<file path="config.mk">
export PLATFORM = sky130hd
export DESIGN_NAME = fetch_stage
export DESIGN_NICKNAME = d
export VERILOG_FILES = /design/src/rtl/fetch_stage.sv
export SDC_FILE = /design/constraint.sdc
export NUM_CORES = 1
export LEC_CHECK = 0
export ABC_AREA = 1
export CORE_AREA = 2 2 179 181
export DETAILED_ROUTE_END_ITERATION = 6
export DIE_AREA = 0 0 181 183
export PLACE_DENSITY = 0.58
export SYNTH_ARGS = -nofsm -noshare
export SYNTH_HDL_FRONTEND = slang
export SYNTH_SLANG_ARGS = --single-unit
</file>
<file path="constraint.sdc">
create_clock -name clk -period 1.8 [get_ports clk]
set_clock_uncertainty 0.05 [all_clocks]
set_input_delay 0.18 -clock clk [delete_from_list [all_inputs] [get_ports clk]]
set_output_delay 0.18 -clock clk [all_outputs]
set_load 0.1 [all_outputs]
</file>
<file path="src/rtl/fetch_stage.sv">
// Instruction fetch stage: PC register, single-outstanding word fetch and a one-entry skid
// buffer feeding decode. Redirects flush buffered words and drop an in-flight fetch.
module fetch_stage #(
   parameter logic [31:0] RESET_PC = 32'h0000_1000
) (
   input  logic        clk,
   input  logic        reset,
   output logic        imem_req,
   output logic [31:0] imem_addr,
   input  logic        imem_ready,
   input  logic        imem_rvalid,
   input  logic [31:0] imem_rdata,
   input  logic        redirect,
   input  logic [31:0] redirect_pc,
   input  logic        stallD,
   output logic        validD,
   output logic [31:0] instrD,
   output logic [31:0] pcD
);

   localparam logic [1:0]  StReq  = 2'd0;
   localparam logic [1:0]  StWait = 2'd1;
   localparam logic [1:0]  StDrop = 2'd2;
   localparam logic [31:0] Nop    = 32'h0000_0013;

   logic [1:0]  state_q, state_d;
   logic [31:0] fetch_pc_q, fetch_pc_d;
   logic [31:0] req_pc_q, req_pc_d;
   logic        valid_q, valid_d;
   logic [31:0] instr_q, instr_d;
   logic [31:0] pc_q, pc_d;
   logic        skid_v_q, skid_v_d;
   logic [31:0] skid_instr_q, skid_instr_d;
   logic [31:0] skid_pc_q, skid_pc_d;

   logic accept;
   logic rsp_wait;
   logic consume;

   // A full skid buffer holds off new requests so it never competes with a response.
   assign imem_req  = ~reset & (state_q == StReq) & ~skid_v_q;
   assign imem_addr = fetch_pc_q;
   assign accept    = imem_req & imem_ready;
   assign rsp_wait  = (state_q == StWait) & imem_rvalid;
   assign consume   = valid_q & ~stallD;

   assign validD = valid_q;
   assign instrD = instr_q;
   assign pcD    = pc_q;

   always_comb begin
      state_d      = state_q;
      fetch_pc_d   = fetch_pc_q;
      req_pc_d     = req_pc_q;
      valid_d      = valid_q;
      instr_d      = instr_q;
      pc_d         = pc_q;
      skid_v_d     = skid_v_q;
      skid_instr_d = skid_instr_q;
      skid_pc_d    = skid_pc_q;

      case (state_q)
         StReq: begin
            if (accept) begin
               req_pc_d   = fetch_pc_q;
               fetch_pc_d = fetch_pc_q + 32'd4;
               state_d    = StWait;
            end
         end
         StWait:  if (imem_rvalid) state_d = StReq;
         StDrop:  if (imem_rvalid) state_d = StReq;
         default: state_d = StReq;
      endcase

      if (consume) begin
         if (skid_v_q) begin
            valid_d  = 1'b1;
            instr_d  = skid_instr_q;
            pc_d     = skid_pc_q;
            skid_v_d = 1'b0;
         end else begin
            valid_d = 1'b0;
         end
      end

      if (rsp_wait) begin
         if (~valid_q | ~stallD) begin
            valid_d = 1'b1;
            instr_d = imem_rdata;
            pc_d    = req_pc_q;
         end else begin
            skid_v_d     = 1'b1;
            skid_instr_d = imem_rdata;
            skid_pc_d    = req_pc_q;
         end
      end

      if (redirect) begin
         valid_d    = 1'b0;
         skid_v_d   = 1'b0;
         fetch_pc_d = redirect_pc & ~32'd3;
         // Any fetch still owed by memory must be swallowed before refetching.
         if (((state_q == StWait) && !imem_rvalid) || ((state_q == StReq) && accept) ||
             ((state_q == StDrop) && !imem_rvalid)) begin
            state_d = StDrop;
         end else begin
            state_d = StReq;
         end
      end
   end

   always_ff @(posedge clk) begin
      if (reset) begin
         state_q      <= StReq;
         fetch_pc_q   <= RESET_PC;
         req_pc_q     <= RESET_PC;
         valid_q      <= 1'b0;
         instr_q      <= Nop;
         pc_q         <= 32'h0;
         skid_v_q     <= 1'b0;
         skid_instr_q <= Nop;
         skid_pc_q    <= 32'h0;
      end else begin
         state_q      <= state_d;
         fetch_pc_q   <= fetch_pc_d;
         req_pc_q     <= req_pc_d;
         valid_q      <= valid_d;
         instr_q      <= instr_d;
         pc_q         <= pc_d;
         skid_v_q     <= skid_v_d;
         skid_instr_q <= skid_instr_d;
         skid_pc_q    <= skid_pc_d;
      end
   end

endmodule

</file>
==> results by group, run 1 <==
Power
  – LEAKAGE: 5.46 nW
  – PwrDens: 906 nW/um2
  – Peak VDD IR: 0.629 mV
  – Post-layout power: 0.0104 W

Status
  – Outcome: completed

Synthesis
  – Commonest cells in the netlist: nor2_1, dfxtp_1, inv_1
  – Avg Inst Size Synth: 7.05 um2
  – Post-synth EDFFs: 0
  – Synth area leaders: dfxtp_1, nor2_1, o21ai_0, inv_1, nand2_1
  – Register bit total from synthesis: 190
  – Top FF cell, synth: dfxtp_1
  – Post-synth cell types: 31
  – Mapped Cells: 1225
  – Sequential area share after synthesis: 0.440
  – Post-synth top area cell: dfxtp_1
  – Top-count cell post-synth: nor2_1
  – Area share of the largest cell type after synthesis: 0.440
  – Yosys warnings: 0
  – Mapped cell area: 8640 um2
  – Asr flop ratio synth: 0

Drt
  – Final ANT Viol Nets: 0
  – Routed WL per cell: 14.4 um
  – Pre-Repair DR Iteration Count: 5
  – WL final: 25.7 mm
  – DRC Markers: 0
  – Starting DRT DRC Count: 689
  – Routed via count: 8125
  – Vias/cell: 4.55

Floorplanning
  – Initial Utilization: 0.277
  – Die area: 33100 um2
  – Die width: 181 um
  – Ports: 168
  – DIE HEIGHT: 183 um
  – Core Box Area: 31200 um2
  – Number of cell rows: 65

Setup path
  – R2R cell count: 11
  – CP max stage delay: 580 ps
  – Max FO, Critical Path: 20
  – Worst R2R Setup Slack: 150 ps
  – Type of element capturing the critical path: output pin
  – RR Startpoint: imem_addr[2]
  – CP Depth: 5
  – Crit-path most repeated cell: buf_4
  – Startpoint Class: input pin
  – CP Buf/Inv Count: 4
  – Family with the most delay on the worst path: buffers and inverters
  – Kind of critical path: in2out
  – Arr. time, crit path: 1480 ps
  – CP cell instances: clkdlybuf4s50_1 > buf_4 > nor3_2 > buf_4 > buf_12
  – CP max-delay cell: clkdlybuf4s50_1
  – Reg2reg end: imem_addr[22]
  – Critical Path RT: 1570 ps

Timing
  – Fmax: 586 MHz
  – Final critical-path share of the clock period: 0.948
  – Hold Worst Slack: 264 ps
  – Hold Violations, Final: 0
  – Slew Limit Fails: 0
  – Tmin final: 1710 ps
  – Setup violators final: 0

Placement
  – Post-Place Cells: 1754
  – HPWL Detailed: 17.8 mm
  – PortBufs: 163
  – RePlAce Congestion: 0.830

Layout
  – Proportion of layout cells with a drive suffix above 1: 0.171
  – Area Overhead vs Synth: 32.5%
  – Finished Layout Cells: 1786
  – # diodes: 0
  – # fillers: 3314
  – Nets: 1445

Clock network
  – Worst-path clk slew: 80 ps
  – Clock Path Buffers: 2
  – Setup bufs post-CTS: 0
  – CTS tree: done
  – CTS Hold Buffers Added: 0
  – Worst skew pair latency: 430 ps
  – H-tree depth: 4
  – CTS root buffer: clkbuf_16
  – TritonCTS buffer count: 17
  – CTS sink cnt: 190

Worst hold path
  – Hold_sp: redirect_pc[11]
  – Worst Hold Class: in2reg
  – Hold-critical path depth: 3
  – Hold Path End: imem_addr[11]

Global route
  – Number of global-route vias before repair: 7405
  – Grt ovf: 0
  – Initial antenna violation count: 0
  – Gr usage total: 0.156
  – Largest net degree at the start of global routing: 121
  – First-pass GRT wire length: 40.8 mm

Job
  – Maxcap violations: 0
==> where the power goes <==
part | leakage, nW | total [W] | internal [W] | switching (W)
combinational | 3.64 | 0.00217 | 0.000639 | 0.00153
clock | 0.261 | 0.00362 | 0.00184 | 0.00178
sequential | 1.56 | 0.00458 | 0.00440 | 0.000180
==> per-layer routing <==
| metal | part of all wire | global-route usage | vias up |
|---|---|---|---|
| met4 | 0.0099 | 0.0377 | 0 |
| li1 | - | - | 4222 |
| met5 | 0 | 0 | - |
| met3 | 0.051 | 0.0292 | 18 |
| met2 | 0.43 | 0.234 | 209 |
| met1 | 0.51 | 0.228 | 3676 |
==> cells in the final DEF (no fill, tap or decap), types with 2 or more instances in the layout <==
master,instances
clkinvlp_4,4
clkdlybuf4s50_1,67
nand2_2,3
buf_4,109
ha_1,3
nand2_1,140
a211oi_1,3
conb_1,2
nand4_1,4
inv_6,2
clkbuf_16,17
nor2_4,6
o211ai_1,23
dfxtp_4,2
clkinv_4,3
a31oi_1,2
buf_12,27
nand2_4,2
inv_2,18
a21oi_1,95
nor2_2,8
o21ai_0,137
mux2i_1,3
xor2_1,8
o21bai_1,42
nand3_1,79
o21ai_1,19
clkinv_2,2
dfxtp_2,27
dfxtp_1,161
inv_1,151
nor2_1,203
==> cells by family (layout without fill, tap and decap cells) <==
group | Yosys count | after routing | share of synthesized area
AND/OR/NAND/NOR | 450 | 450 | 0.219
AO/OA/AOI/OAI | 322 | 322 | 0.207
buffers and inverters | 247 | 405 | 0.116
flip-flops | 190 | 190 | 0.440
XOR/XNOR | 8 | 8 | 0.00811
adder cells (fa/ha/maj) | 4 | 4 | 0.00579
multiplexers | 3 | 3 | 0.00348
other | 1 | 2 | 0.000434
==> sequential cells by signal, indices dropped and copies added, names as in the netlist, named ones only <==
name          count
skid_pc_q        30
skid_instr_q     32
req_pc_q         30
validD            1
instrD           32
state_q           2
pcD              32
imem_addr        30
==> worst max-delay path by stage <==
| stage | to | from |
|---|---|---|
| floorplan | imem_req | state_q[0] |
| global placement | pcD[17] | imem_rvalid |
| detailed placement | pcD[17] | imem_rvalid |
| CTS | imem_req | state_q[0] |
| global route | imem_addr[22] | imem_addr[2] |
| finish | imem_req | reset |
==> tightest hold or removal path, cell delays in order <==
cell	delay (ps)
clkdlybuf4s50_1	390
nand2_1	60
a31oi_1	70
==> metrics by stage <==
stage               instance area (um2)  setup TNS [ps]  utilization  worst slack (ps)
finish                            11400               0        0.367              92.7
global route                      11400           -3.01        0.367             -3.01
CTS                               11400               0        0.366              27.1
detailed placement                10900               0        0.348              1.22
global placement                  10900               0        0.348              10.3
floorplan                          8690            -267            -              -267
==> final cells by class <==
cell class	instances	area [um2]	share of cell area
tap	402	503	0.0439
multi-input combinational	789	3870	0.339
timing repair buffer	203	2030	0.177
sequential	190	3840	0.336
clock buffer	19	443	0.0387
clock inverter	13	111	0.00973
inverter	170	641	0.0560
==> timing repair <==
action,in CTS,in global routing
resized for setup,3,4
endpoints found under the setup margin,1,3
pin swaps,1,0
hold endpoints to repair,0,0
(Power assumes the default switching activity.)
==> inputs of run 2 (changes only) <==
Settings changed: MAX_ROUTING_LAYER set to met4.
==> run 2 against run 1 <==
Hold slack better by 2.6 ps. Non-clock buffer count is the same. Cell count unchanged. Wire length barely moved. Sequential cell count unchanged. Register-to-register slack is essentially flat. Clock-buffer cell count did not move. Critical endpoint unchanged. Largest power group unchanged.
==> results by group, run 2 (synthesized netlist as in run 1, its figures left out) <==
Status
  – Outcome: completed (unchanged)

Clock network
  – CTS sink cnt: 190 (unchanged)
  – CTS root buffer: clkbuf_16 (unchanged)
  – Worst-path clk slew: 80 ps (about the same)
  – CTS tree: done (unchanged)
  – Worst skew pair latency: 430 ps (about the same)
  – Clock Path Buffers: 2 (unchanged)
  – TritonCTS buffer count: 17 (unchanged)
  – H-tree depth: 4 (unchanged)
  – Setup bufs post-CTS: 0 (unchanged)

Global route
  – Number of global-route vias before repair: 7405 (unchanged)
  – Largest net degree at the start of global routing: 121 (unchanged)
  – First-pass GRT wire length: 40.8 mm (about the same)
  – Initial antenna violation count: 0 (unchanged)
  – Gr usage total: 0.160 (was 0.156)
  – Grt ovf: 0 (unchanged)

Layout
  – # diodes: 0 (unchanged)
  – Commonest non-fill, non-tap cell in the layout: nor2_1 (unchanged)
  – Area Overhead vs Synth: 32.5% (unchanged)
  – Nets: 1445 (unchanged)
  – # fillers: 3314 (unchanged)
  – Proportion of layout cells with a drive suffix above 1: 0.171 (unchanged)
  – Most frequent cells in the layout: nor2_1, dfxtp_1, inv_1 (unchanged)
  – Finished Core Util: 0.367 (unchanged)

Power
  – Post-layout power: 0.0104 W (about the same)
  – Net Sw Power: 0.00350 W (was 0.00349 W)
  – LEAKAGE: 5.46 nW (unchanged)
  – Net Sw Frac: 0.337 (about the same)
  – PwrDens: 906 nW/um2 (about the same)
  – Combinational power share: 0.209 (about the same)
  – Clock share of power: 0.349 (about the same)
  – Peak VDD IR: 0.631 mV (was 0.629 mV)
  – Pint: 0.00688 W (about the same)
  – Sequential power share: 0.441 (was 0.442)

Placement
  – HPWL Detailed: 17.8 mm (unchanged)
  – PortBufs: 163 (unchanged)
  – RePlAce Congestion: 0.842 (was 0.830)

Drt
  – DRC Markers: 0 (unchanged)
  – Routed via count: 8120 (was 8125)
  – Final ANT Viol Nets: 0 (unchanged)
  – Pre-Repair DR Iteration Count: 5 (unchanged)
  – Vias/cell: 4.55 (about the same)
  – Routed WL per cell: 14.4 um (about the same)
  – WL final: 25.7 mm (about the same)
  – Starting DRT DRC Count: 692 (was 689)

Setup path
  – RR Startpoint: imem_addr[2] (unchanged)
  – Critical Path RT: 1570 ps (about the same)
  – CP Capture Point: imem_req (unchanged)
  – R2R cell count: 11 (unchanged)
  – Type of element capturing the critical path: output pin (unchanged)
  – Max FO, Critical Path: 4 (was 20)
  – Arr. time, crit path: 1470 ps (was 1480 ps)
  – Reg2reg end: imem_addr[22] (unchanged)
  – Kind of critical path: reg2out (was in2out)
  – Critical path origin: state_q[0] (was reset)
  – Startpoint Class: register (was input pin)
  – Worst R2R Setup Slack: 150 ps (about the same)

Floorplanning
  – Number of cell rows: 65 (unchanged)
  – Ports: 168 (unchanged)
  – Die width: 181 um (unchanged)
  – Core Box Area: 31200 um2 (unchanged)
  – Initial Utilization: 0.277 (unchanged)
  – Die area: 33100 um2 (unchanged)
  – DIE HEIGHT: 183 um (unchanged)

Timing
  – Final critical-path share of the clock period: 0.946 (was 0.948)
  – Fmax: 588 MHz (was 586 MHz)
  – Tmin final: 1700 ps (was 1710 ps)
  – Setup violators final: 0 (unchanged)
  – Slew Limit Fails: 0 (unchanged)
  – Hold Violations, Final: 0 (unchanged)
  – Hold Worst Slack: 267 ps (was 264 ps)

Job
  – Maxcap violations: 0 (unchanged)

Worst hold path
  – Worst Hold Class: in2reg (unchanged)
-- run 2: cell counts in the layout (fill, tap and decap cells not counted) --
Identical to the previous run, type by type.
-- run 2: repair_timing --
item	4_1_cts	5_1_grt
endpoints found under the setup margin	1	3
endpoints found under the hold margin	0	0
hold buffers	0	0
gates resized for setup	3	4
pin swaps	1	0
-- run 2: worst max-delay path, stage by stage (launching register included) --
cell and delay (ps):
dfxtp_1 360, inv_2 70, ha_4 170, inv_2 80, nor3_2 40, buf_4 160, buf_12 160
-- run 2: power groups by stage --
stage          combinational, W  sequential (W)  clock [W]
2_1_floorplan          0.000590         0.00555          0
3_3_place_gp            0.00215         0.00467          0
3_5_place_dp            0.00217         0.00468          0
4_1_cts                 0.00218         0.00458    0.00373
5_1_grt                 0.00230         0.00461    0.00391
6_report                0.00217         0.00458    0.00362
-- run 2: cell type report --
type	count	area, um2	share of cell area
flip-flops and latches	190	3840	0.336
inverters	170	641	0.0560
well taps	402	503	0.0439
clock inverters	13	111	0.00973
clock buffers	19	443	0.0387
repair buffers	203	2030	0.177
multi-input cells	789	3870	0.339
-- run 2: metrics by stage --
step / setup TNS, ps / cells / cell area [um2] / worst slack (ps)
final: 0 / 1786 / 11400 / 97.9
after global routing: -3.01 / 1786 / 11400 / -3.01
after CTS: 0 / 1786 / 11400 / 27.1
after detailed placement: 0 / 1754 / 10900 / 1.22
after global placement: 0 / 1754 / 10900 / 10.3
after floorplan: -267 / 1226 / 8690 / -267
-- run 2: how the worst min path moves through the flow --
stage,from,end,depth (start not counted)
2_1_floorplan,imem_rdata[0],skid_instr_q[0],2
3_3_place_gp,skid_instr_q[1],skid_instr_q[1],2
3_5_place_dp,skid_instr_q[1],skid_instr_q[1],2
4_1_cts,redirect_pc[11],imem_addr[11],3
5_1_grt,redirect_pc[11],imem_addr[11],3
6_report,redirect_pc[11],imem_addr[11],3
-- run 2: routing by layer --
layer | up-vias | global-route usage | share of wire
met3 | 14 | 0.0282 | 0.057
li1 | 4217 | - | -
met1 | 3670 | 0.229 | 0.51
met5 | - | - | 0
met2 | 219 | 0.234 | 0.43
met4 | 0 | 0.0377 | 0.0091
==> inputs of run 3 (changes only) <==
Settings changed: SLEW_MARGIN set to 10.
==> results of run 3 <==
Same layout as run 2: the final DEF is identical, and so are final timing and power.
